===== src/rtl/mem_request_arbiter_pkg.sv =====
// Shared types for the memory request arbiter: RAM handshake state, arbiter FSM state, grant owner.
package mem_request_arbiter_pkg;
  typedef logic [31:0] word_t;
  typedef enum logic [1:0] {FREE, BUSY, ACCESS, ERROR} ramstate_t;
  typedef enum logic [2:0] {IDLE, DACC, IACC, DHIT, IHIT} arb_state_t;
  typedef enum logic {INSTR, DATA} grant_t;

  function automatic logic misaligned(word_t a);
    return a[1:0] != 2'b00;
  endfunction
endpackage


===== src/rtl/mem_request_arbiter_if.sv =====
// Datapath request/hit signals plus the single cpu_ram_if style RAM port.
interface mem_request_arbiter_if;
  import mem_request_arbiter_pkg::*;

  logic      iREN, dREN, dWEN;
  word_t     iaddr, daddr, dstore;
  logic      ihit, dhit, memerr;
  word_t     iload, dload;
  logic      ramREN, ramWEN;
  word_t     ramaddr, ramstore, ramload;
  ramstate_t ramstate;

  modport slave (
    input  iREN, iaddr, dREN, dWEN, daddr, dstore, ramload, ramstate,
    output ihit, dhit, iload, dload, memerr, ramREN, ramWEN, ramaddr, ramstore
  );
  modport master (
    output iREN, iaddr, dREN, dWEN, daddr, dstore, ramload, ramstate,
    input  ihit, dhit, iload, dload, memerr, ramREN, ramWEN, ramaddr, ramstore
  );
endinterface


===== src/rtl/mem_request_arbiter_access_timer.sv =====
// Saturating cycle counter bounding how long one RAM access may stay outstanding.
module mem_request_arbiter_access_timer #(
  parameter int TIMEOUT = 64,
  parameter int CNT_W   = $clog2(TIMEOUT + 1)
) (
  input  logic clk,
  input  logic rst_n,
  input  logic clr,
  input  logic en,
  output logic expired
);
  logic [CNT_W-1:0] cnt_q, cnt_d;

  assign expired = (cnt_q == CNT_W'(TIMEOUT));

  always_comb begin
    cnt_d = cnt_q;
    if (clr)                cnt_d = '0;
    else if (en && !expired) cnt_d = cnt_q + 1'b1;
  end

  always_ff @(posedge clk) begin
    if (!rst_n) cnt_q <= '0;
    else        cnt_q <= cnt_d;
  end
endmodule


===== src/rtl/mem_request_arbiter.sv =====
// Serialises fetch and data requests onto one RAM port, alternating grants under contention,
// and returns single-cycle ihit/dhit pulses with load data.
module mem_request_arbiter
  import mem_request_arbiter_pkg::*;
#(
  parameter int TIMEOUT = 64,
  parameter int CNT_W   = $clog2(TIMEOUT + 1)
) (
  input logic CLK,
  input logic nRST,
  mem_request_arbiter_if.slave bus
);
  arb_state_t state_q, state_d;
  grant_t     last_grant_q, last_grant_d;
  word_t      addr_q, addr_d, store_q, store_d;
  word_t      iload_q, iload_d, dload_q, dload_d;
  logic       wr_q, wr_d, memerr_q, memerr_d;
  logic       tmr_clr, tmr_en, tmr_expired;
  logic       d_req, i_req, d_pick;

  mem_request_arbiter_access_timer #(.TIMEOUT(TIMEOUT), .CNT_W(CNT_W)) u_timer (
    .clk(CLK), .rst_n(nRST), .clr(tmr_clr), .en(tmr_en), .expired(tmr_expired)
  );

  always_comb begin
    state_d      = state_q;
    last_grant_d = last_grant_q;
    addr_d       = addr_q;
    store_d      = store_q;
    wr_d         = wr_q;
    iload_d      = iload_q;
    dload_d      = dload_q;
    memerr_d     = memerr_q;
    tmr_clr      = 1'b0;
    tmr_en       = 1'b0;
    d_req        = bus.dREN | bus.dWEN;
    i_req        = bus.iREN;
    d_pick       = d_req && (!i_req || last_grant_q == INSTR);
    case (state_q)
      IDLE: begin
        tmr_clr = 1'b1;
        if (d_pick) begin
          addr_d  = bus.daddr;
          store_d = bus.dstore;
          wr_d    = bus.dWEN;
          // Misaligned requests still get a hit so the datapath cannot stall forever.
          if (misaligned(bus.daddr)) begin
            memerr_d     = 1'b1;
            if (!bus.dWEN) dload_d = '0;
            last_grant_d = DATA;
            state_d      = DHIT;
          end else state_d = DACC;
        end else if (i_req) begin
          addr_d = bus.iaddr;
          wr_d   = 1'b0;
          if (misaligned(bus.iaddr)) begin
            memerr_d     = 1'b1;
            iload_d      = '0;
            last_grant_d = INSTR;
            state_d      = IHIT;
          end else state_d = IACC;
        end
      end
      DACC: begin
        tmr_en = 1'b1;
        if (!d_req) state_d = IDLE;
        else if (bus.ramstate == ACCESS) begin
          if (!wr_q) dload_d = bus.ramload;
          last_grant_d = DATA;
          state_d      = DHIT;
        end else if (bus.ramstate == ERROR || tmr_expired) begin
          memerr_d     = 1'b1;
          if (!wr_q) dload_d = '0;
          last_grant_d = DATA;
          state_d      = DHIT;
        end
      end
      IACC: begin
        tmr_en = 1'b1;
        if (!i_req) state_d = IDLE;
        else if (bus.ramstate == ACCESS) begin
          iload_d      = bus.ramload;
          last_grant_d = INSTR;
          state_d      = IHIT;
        end else if (bus.ramstate == ERROR || tmr_expired) begin
          memerr_d     = 1'b1;
          iload_d      = '0;
          last_grant_d = INSTR;
          state_d      = IHIT;
        end
      end
      DHIT, IHIT: state_d = IDLE;
      default:    state_d = IDLE;
    endcase
  end

  always_ff @(posedge CLK) begin
    if (!nRST) begin
      state_q      <= IDLE;
      last_grant_q <= INSTR;
      addr_q       <= '0;
      store_q      <= '0;
      wr_q         <= 1'b0;
      iload_q      <= '0;
      dload_q      <= '0;
      memerr_q     <= 1'b0;
    end else begin
      state_q      <= state_d;
      last_grant_q <= last_grant_d;
      addr_q       <= addr_d;
      store_q      <= store_d;
      wr_q         <= wr_d;
      iload_q      <= iload_d;
      dload_q      <= dload_d;
      memerr_q     <= memerr_d;
    end
  end

  assign bus.ramREN   = (state_q == IACC) || (state_q == DACC && !wr_q);
  assign bus.ramWEN   = (state_q == DACC) && wr_q;
  assign bus.ramaddr  = addr_q;
  assign bus.ramstore = store_q;
  assign bus.ihit     = (state_q == IHIT);
  assign bus.dhit     = (state_q == DHIT);
  assign bus.iload    = iload_q;
  assign bus.dload    = dload_q;
  assign bus.memerr   = memerr_q;
endmodule

===== src/flat_wrapper.sv =====
// flat-port wrapper written by rule: the top's interface ports become plain ports
module mem_request_arbiter_flat import mem_request_arbiter_pkg::*;
#(
  parameter int TIMEOUT = 64,
  parameter int CNT_W   = $clog2(TIMEOUT + 1)
)
  (CLK, nRST, bus_iREN, bus_iaddr, bus_dREN, bus_dWEN, bus_daddr, bus_dstore, bus_ramload, bus_ramstate, bus_ihit, bus_dhit, bus_iload, bus_dload, bus_memerr, bus_ramREN, bus_ramWEN, bus_ramaddr, bus_ramstore);
  mem_request_arbiter_if bus_i ();
  input logic CLK;
  input logic nRST;
  input wire logic [$bits(bus_i.iREN)-1:0] bus_iREN;
  input wire logic [$bits(bus_i.iaddr)-1:0] bus_iaddr;
  input wire logic [$bits(bus_i.dREN)-1:0] bus_dREN;
  input wire logic [$bits(bus_i.dWEN)-1:0] bus_dWEN;
  input wire logic [$bits(bus_i.daddr)-1:0] bus_daddr;
  input wire logic [$bits(bus_i.dstore)-1:0] bus_dstore;
  input wire logic [$bits(bus_i.ramload)-1:0] bus_ramload;
  input wire logic [$bits(bus_i.ramstate)-1:0] bus_ramstate;
  output wire logic [$bits(bus_i.ihit)-1:0] bus_ihit;
  output wire logic [$bits(bus_i.dhit)-1:0] bus_dhit;
  output wire logic [$bits(bus_i.iload)-1:0] bus_iload;
  output wire logic [$bits(bus_i.dload)-1:0] bus_dload;
  output wire logic [$bits(bus_i.memerr)-1:0] bus_memerr;
  output wire logic [$bits(bus_i.ramREN)-1:0] bus_ramREN;
  output wire logic [$bits(bus_i.ramWEN)-1:0] bus_ramWEN;
  output wire logic [$bits(bus_i.ramaddr)-1:0] bus_ramaddr;
  output wire logic [$bits(bus_i.ramstore)-1:0] bus_ramstore;
  assign bus_i.iREN = bus_iREN;
  assign bus_i.iaddr = bus_iaddr;
  assign bus_i.dREN = bus_dREN;
  assign bus_i.dWEN = bus_dWEN;
  assign bus_i.daddr = bus_daddr;
  assign bus_i.dstore = bus_dstore;
  assign bus_i.ramload = bus_ramload;
  assign bus_i.ramstate = bus_ramstate;
  assign bus_ihit = bus_i.ihit;
  assign bus_dhit = bus_i.dhit;
  assign bus_iload = bus_i.iload;
  assign bus_dload = bus_i.dload;
  assign bus_memerr = bus_i.memerr;
  assign bus_ramREN = bus_i.ramREN;
  assign bus_ramWEN = bus_i.ramWEN;
  assign bus_ramaddr = bus_i.ramaddr;
  assign bus_ramstore = bus_i.ramstore;
  mem_request_arbiter #(.TIMEOUT(TIMEOUT), .CNT_W(CNT_W)) u_core (.CLK(CLK), .nRST(nRST), .bus(bus_i));
endmodule

===== config.mk =====
export PLATFORM = sky130hd
export DESIGN_NAME = mem_request_arbiter_flat
export DESIGN_NICKNAME = d
export VERILOG_FILES = /design/src/rtl/mem_request_arbiter_pkg.sv /design/src/rtl/mem_request_arbiter_if.sv /design/src/rtl/mem_request_arbiter_access_timer.sv /design/src/rtl/mem_request_arbiter.sv /design/src/flat_wrapper.sv
export SDC_FILE = /design/constraint.sdc
export NUM_CORES = 1
export LEC_CHECK = 0
export CAP_MARGIN = 0
export CORE_ASPECT_RATIO = 0.8
export CORE_MARGIN = 3
export CORE_UTILIZATION = 31
export CTS_BUF_LIST = sky130_fd_sc_hd__clkbuf_8 sky130_fd_sc_hd__clkbuf_16
export DETAILED_ROUTE_END_ITERATION = 16
export RECOVER_POWER = 25
export SLEW_MARGIN = 5
export SYNTH_ARGS = -nofsm -noshare
export SYNTH_HDL_FRONTEND = slang
export SYNTH_SLANG_ARGS = --single-unit
export TNS_END_PERCENT = 5

===== constraint.sdc =====
create_clock -name CLK -period 2.5 [get_ports CLK]
set_input_delay 0.5 -clock CLK [delete_from_list [all_inputs] [get_ports CLK]]
set_output_delay 0.5 -clock CLK [all_outputs]
set_load 0.03 [all_outputs]

Word-level counts from Yosys, hierarchy flattened
Cells that the tools add are included.
{"block": "op_classes", "muxes": 52, "n_eq_ne": 23, "bitwise": 3, "n_addsub": 1, "reduce_logical": 26}
{"op": "two-way mux 32 bit", "n": 16}
{"op": "case mux 32 bit (2 select lines)", "n": 2}
{"op": "two-way mux 3 bit", "n": 9}
{"op": "two-way mux 1 bit", "n": 21}
{"op": "AND reduction 6 bit", "n": 2}
{"op": "inequality test 2 bit (second input constant)", "n": 5}
{"op": "nonzero test 2 bit", "n": 5}
{"op": "inequality test 3 x 1 -> 1 bit (second input constant)", "n": 3}
{"op": "case mux 3 bit (3 select lines)", "n": 1}
{"op": "inequality test 2 x 1 -> 1 bit (second input constant)", "n": 4}
{"op": "AND reduction 8 bit", "n": 1}
{"op": "adder 7 x 1 -> 7 bit (second input constant)", "n": 1}
{"op": "equality test 7 bit (second input constant)", "n": 1}
{"op": "AND reduction 7 bit", "n": 1}
{"op": "equality test 3 x 2 -> 1 bit (second input constant)", "n": 2}
{"op": "case mux 1 bit (3 select lines)", "n": 2}
{"op": "equality test 2 bit (second input constant)", "n": 2}
{"op": "logical AND 1 bit", "n": 4}
{"op": "inequality test 4 x 2 -> 1 bit (second input constant)", "n": 1}
{"op": "inequality test 4 bit (second input constant)", "n": 1}
{"op": "AND reduction 2 bit", "n": 2}
{"op": "OR reduction 2 bit", "n": 2}
{"op": "equality test 3 x 1 -> 1 bit (second input constant)", "n": 1}
{"op": "equality test 3 bit (second input constant)", "n": 1}
{"op": "10 further kinds", "n": 15}
{"block": "totals", "regBits": 141, "in_bits": 135, "wordCells": 114}

Depth between registers and ports, before layout
{"block": "logic_depth", "depth_word": 6, "ltp_mapped": 9, "ltp_nobuf": 7}

By module
From an unflattened synthesis, not the netlist that was laid out.
{"block": "unflattened", "cells_unflattened": 714, "hier_area_um2": 6221.0}
{"mod": "mem_request_arbiter", "instances": 1, "area_each_um2": 5863.1, "cells_each": 672, "seq_area_each_um2": 2682.6}
{"mod": "mem_request_arbiter_access_timer", "instances": 1, "area_each_um2": 357.8, "cells_each": 42, "seq_area_each_um2": 140.1}

Least setup slack after synthesis
No wires, ideal clock.
{"block": "synth_timing", "path_type": "register to output", "start": "register u_core.state_q[0]", "end": "output bus_ramWEN", "path_slack_ns": 0.562, "path_buffers": 0, "required_time_ns": 2.000, "t_arrival_ns": 1.438, "path_stages_with_launch": 3, "cell_sequence": "dfxtp_1 -> or2b_1 -> nor3b_1"}
{"block": "synth_between", "elab_chain_len": 2}
{"item": "start: declaration", "line": "mem_request_arbiter.sv:13", "rtl": "arb_state_t state_q, state_d;"}
{"item": "start signal: assignment", "line": "mem_request_arbiter.sv:108", "rtl": "state_q <= state_d;"}
{"item": "equality test 3 x 1 -> 1 bit", "line": "mem_request_arbiter.sv:120", "rtl": "assign bus.ramWEN = (state_q == DACC) && wr_q;"}
{"item": "logical AND 1 bit", "line": "mem_request_arbiter.sv:120"}
{"item": "end: declaration", "line": "flat_wrapper.sv:25", "rtl": "output wire logic [$bits(bus_i.ramWEN)-1:0] bus_ramWEN;"}
Every way passes these cells.

Final worst setup path
{"block": "layout_timing", "start": "register u_core.state_q[0]", "end": "output bus_dhit"}
{"block": "layout_between", "elab_chain_len": 1}
{"item": "equality test 3 x 2 -> 1 bit", "line": "mem_request_arbiter.sv:124", "rtl": "assign bus.dhit = (state_q == DHIT);"}
{"item": "end: declaration", "line": "flat_wrapper.sv:20", "rtl": "output wire logic [$bits(bus_i.dhit)-1:0] bus_dhit;"}
Every way passes these cells.

==> impl_metrics.env <==
export IMPL_status="completed"
export IMPL_viasPerCell=4.67
export IMPL_maxSlewHeadroom=0.491
export IMPL_seq_area_frac_synth=0.486
export IMPL_gp_congestion=0.800
export IMPL_drv_cap=0
export IMPL_chipHeight_um=128
export IMPL_combinationalPowerShare=0.290
export IMPL_dr_pass1_iters=5
export IMPL_ff_latch_area_mm2=0.00282
export IMPL_dieArea_mm2=0.0204
export IMPL_p_clk_frac=0.360
export IMPL_min_path_type="in2reg"
export IMPL_io_buffers=267
export IMPL_crit_path_start_kind="flop"
export IMPL_ys_types=41
export IMPL_cp_cell_sequence="or2b_1 > nor2_1 > dlygate4sd2_1"
export IMPL_yosysTopAreaCellShare=0.486
export IMPL_reg2reg_depth=7
export IMPL_wirelength_um=18400
export IMPL_multi_input_area_mm2=0.00274
export IMPL_wire_per_inst_um=15.5
export IMPL_track_usage=0.177
export IMPL_clock_sinks=141
export IMPL_grt_max_degree=69
export IMPL_fin_setup_tns_ns=0
export IMPL_cellLeakagePower_nw=3.40
export IMPL_p_total_mw=7.40
export IMPL_finalCriticalPeriod_ns=2.37
export IMPL_area_delta_synth_final_pct=61.5
export IMPL_min_delay_path_depth=3
export IMPL_n_antenna_cell=0
export IMPL_clk_transition_reported_paths_ns=0.06
export IMPL_cts_inserted_buffers=17
export IMPL_grt_pass1_wl_um=29100
export IMPL_ys_warn_count=0
export IMPL_hold_viol=0
export IMPL_drc=0
export IMPL_async_flop_share=0
export IMPL_antenna_found_initial=0
export IMPL_cpMaxStageDelayCell="dfxtp_1"
export IMPL_yosys_top_cells_count="dfxtp_1, nand2_1, mux2i_1"
export IMPL_drt_iter0_drc=342
export IMPL_row_count=44
export IMPL_max_stage_delay_ns=0.45
export IMPL_synth_seq_cells=141
export IMPL_htreeDepth=4
export IMPL_syn_inst=672
export IMPL_grt_pass1_vias=5152
export IMPL_core_mm2=0.0183
export IMPL_synth_edf_count=0
export IMPL_gr_total_overflow=0
export IMPL_path_max_fanout=7
export IMPL_drive_gt1_frac=0.0664
export IMPL_die_x_um=159
export IMPL_finClkSkew_ns=0.00888
export IMPL_synth_avg_cell_area_um2=8.64
export IMPL_p_sw_mw=2.42
export IMPL_critPathKind="reg2out"
export IMPL_ant_nets=0
export IMPL_synth_ff_type="dfxtp_1"
export IMPL_vias=5540
export IMPL_clockBufferDepth=2
export IMPL_holdBufCountCts=0
export IMPL_synth_most_common_cell="dfxtp_1"
export IMPL_p_int_mw=4.99
export IMPL_syn_num_nets=809
export IMPL_cp_end_kind="output pin"
export IMPL_rsz0062_at_grt="no"
export IMPL_finalCritPeriodShare=0.947
export IMPL_cp_data_required_time_ns=2.00
export IMPL_dp_hpwl_um=12800
export IMPL_io_pins=268
export IMPL_root_buffer="clkbuf_16"
export IMPL_drv_slew=0
export IMPL_seqPwrFrac=0.350
export IMPL_fillerInstances=1746
export IMPL_power_density_mw_per_mm2=789
export IMPL_netlist_area_mm2=0.00581
export IMPL_sw_frac_of_total=0.326
export IMPL_worst_slew_pin_slew_ns=0.757
export IMPL_clock_fmax_mhz=422
export IMPL_tritoncts="yes"
export IMPL_synth_area_leaders="dfxtp_1, mux2i_1, nand2_1"
export IMPL_final_nets=1058
export IMPL_finalSetupViolations=0
export IMPL_peakVddDrop_v=0.000408
export IMPL_crit_arrival_ns=1.87
export IMPL_initial_utilization=0.318
export IMPL_clock_latency_ns=0.42
export IMPL_synth_top_area_cell="dfxtp_1"
-- worst max-delay path, delay by kind of cell (launching register included) --
kind	cells	cell delay (ns)
simple gates	2	0.57
buf+inv	1	0.43
flops	1	0.45
-- power groups by stage --
stage / clock [mW] / sequential (mW) / combinational (mW)
2_1_floorplan: 0 / 3.03 / 0.874
3_3_place_gp: 0 / 2.63 / 2.19
6_report: 2.67 / 2.59 / 2.15
5_1_grt: 2.84 / 2.61 / 2.31
3_5_place_dp: 0 / 2.64 / 2.19
4_1_cts: 2.74 / 2.59 / 2.19
-- worst paths after layout --
path,slack [ns],start,endpoint
max,0.13,u_core.state_q[0],bus_dhit
min,0.42,nRST,u_core.state_q[0]
max reg2reg,0.35,u_core.state_q[1],u_core.bus.dload[6]
min reg2reg,0.45,u_core.bus.dload[30],u_core.bus.dload[30]
-- state kept, by name, indices dropped and copies added, names as in the netlist --
signal                count
u_core.wr_q               1
u_core.bus.iload         32
u_core.bus.dload         32
u_core.last_grant_q       1
u_core.state_q            3
u_core.bus.ramstore      32
u_core.u_timer.cnt_q      7
u_core.bus.memerr         1
u_core.bus.ramaddr       32
-- logic make-up after synthesis --
family / after synthesis / synth area share
AO/OA/AOI/OAI: 118 / 0.124
AND/OR/NAND/NOR: 278 / 0.214
multiplexers: 65 / 0.112
buffers and inverters: 61 / 0.0489
flip-flops: 141 / 0.486
adder cells (fa/ha/maj): 2 / 0.00431
XOR/XNOR: 7 / 0.0106
-- placed cells by master (no fill, tap or decap), types with 3 or more instances in the layout --
| master | synthesis | final |
|---|---|---|
| clkdlybuf4s50_1 | 0 | 262 |
| dfxtp_1 | 141 | 140 |
| nand2_1 | 138 | 138 |
| mux2i_1 | 64 | 64 |
| nor2_1 | 51 | 49 |
| a21oi_1 | 41 | 41 |
| nand3_1 | 34 | 34 |
| a211oi_1 | 33 | 33 |
| nand4_1 | 32 | 32 |
| o21ai_0 | 29 | 29 |
| clkbuf_16 | 0 | 17 |
| buf_4 | 5 | 11 |
| o21ai_1 | 7 | 7 |
| nor3_1 | 5 | 5 |
| buf_12 | 0 | 5 |
| inv_1 | 4 | 4 |
| xnor2_1 | 4 | 4 |
| inv_6 | 0 | 4 |
| nor4b_1 | 3 | 3 |
| xor2_1 | 3 | 3 |
| bufinv_16 | 0 | 3 |
| clkinvlp_4 | 0 | 3 |
| dlygate4sd2_1 | 0 | 3 |
-- layer usage --
metal / wire length, µm / track usage
met5: 0 / 0
met4: 212 / 0.0504
met2: 8240 / 0.267
met1: 8570 / 0.238
met3: 1350 / 0.0663
-- what timing repair did --
action | 4_1_cts | 5_1_grt
setup endpoints to repair | 3 | 1
endpoints found under the hold margin | 0 | 0
buffers inserted | 0 | 0
resized for setup | 3 | 1
-- layout make-up --
class                      instances  area share
multi-input combinational        470       0.292
clock inverter                    14      0.0193
tap                              253      0.0338
sequential                       141       0.301
clock buffer                      18      0.0468
inverter                           5     0.00200
timing repair buffer             286       0.305
-- per-stage QoR --
step	instances	hold slack (ns)	util	worst slack, ns	instance area [µm²]
after floorplan	672	0.466	-	0.562	5810
after global placement	1155	0.438	0.481	0.130	8780
after detailed placement	1155	0.444	0.481	0.0407	8780
after CTS	1187	0.386	0.514	0.0542	9400
after global routing	1187	0.408	0.513	0.0280	9380
final	1187	0.417	0.513	0.131	9380
(Power assumes the default switching activity.)
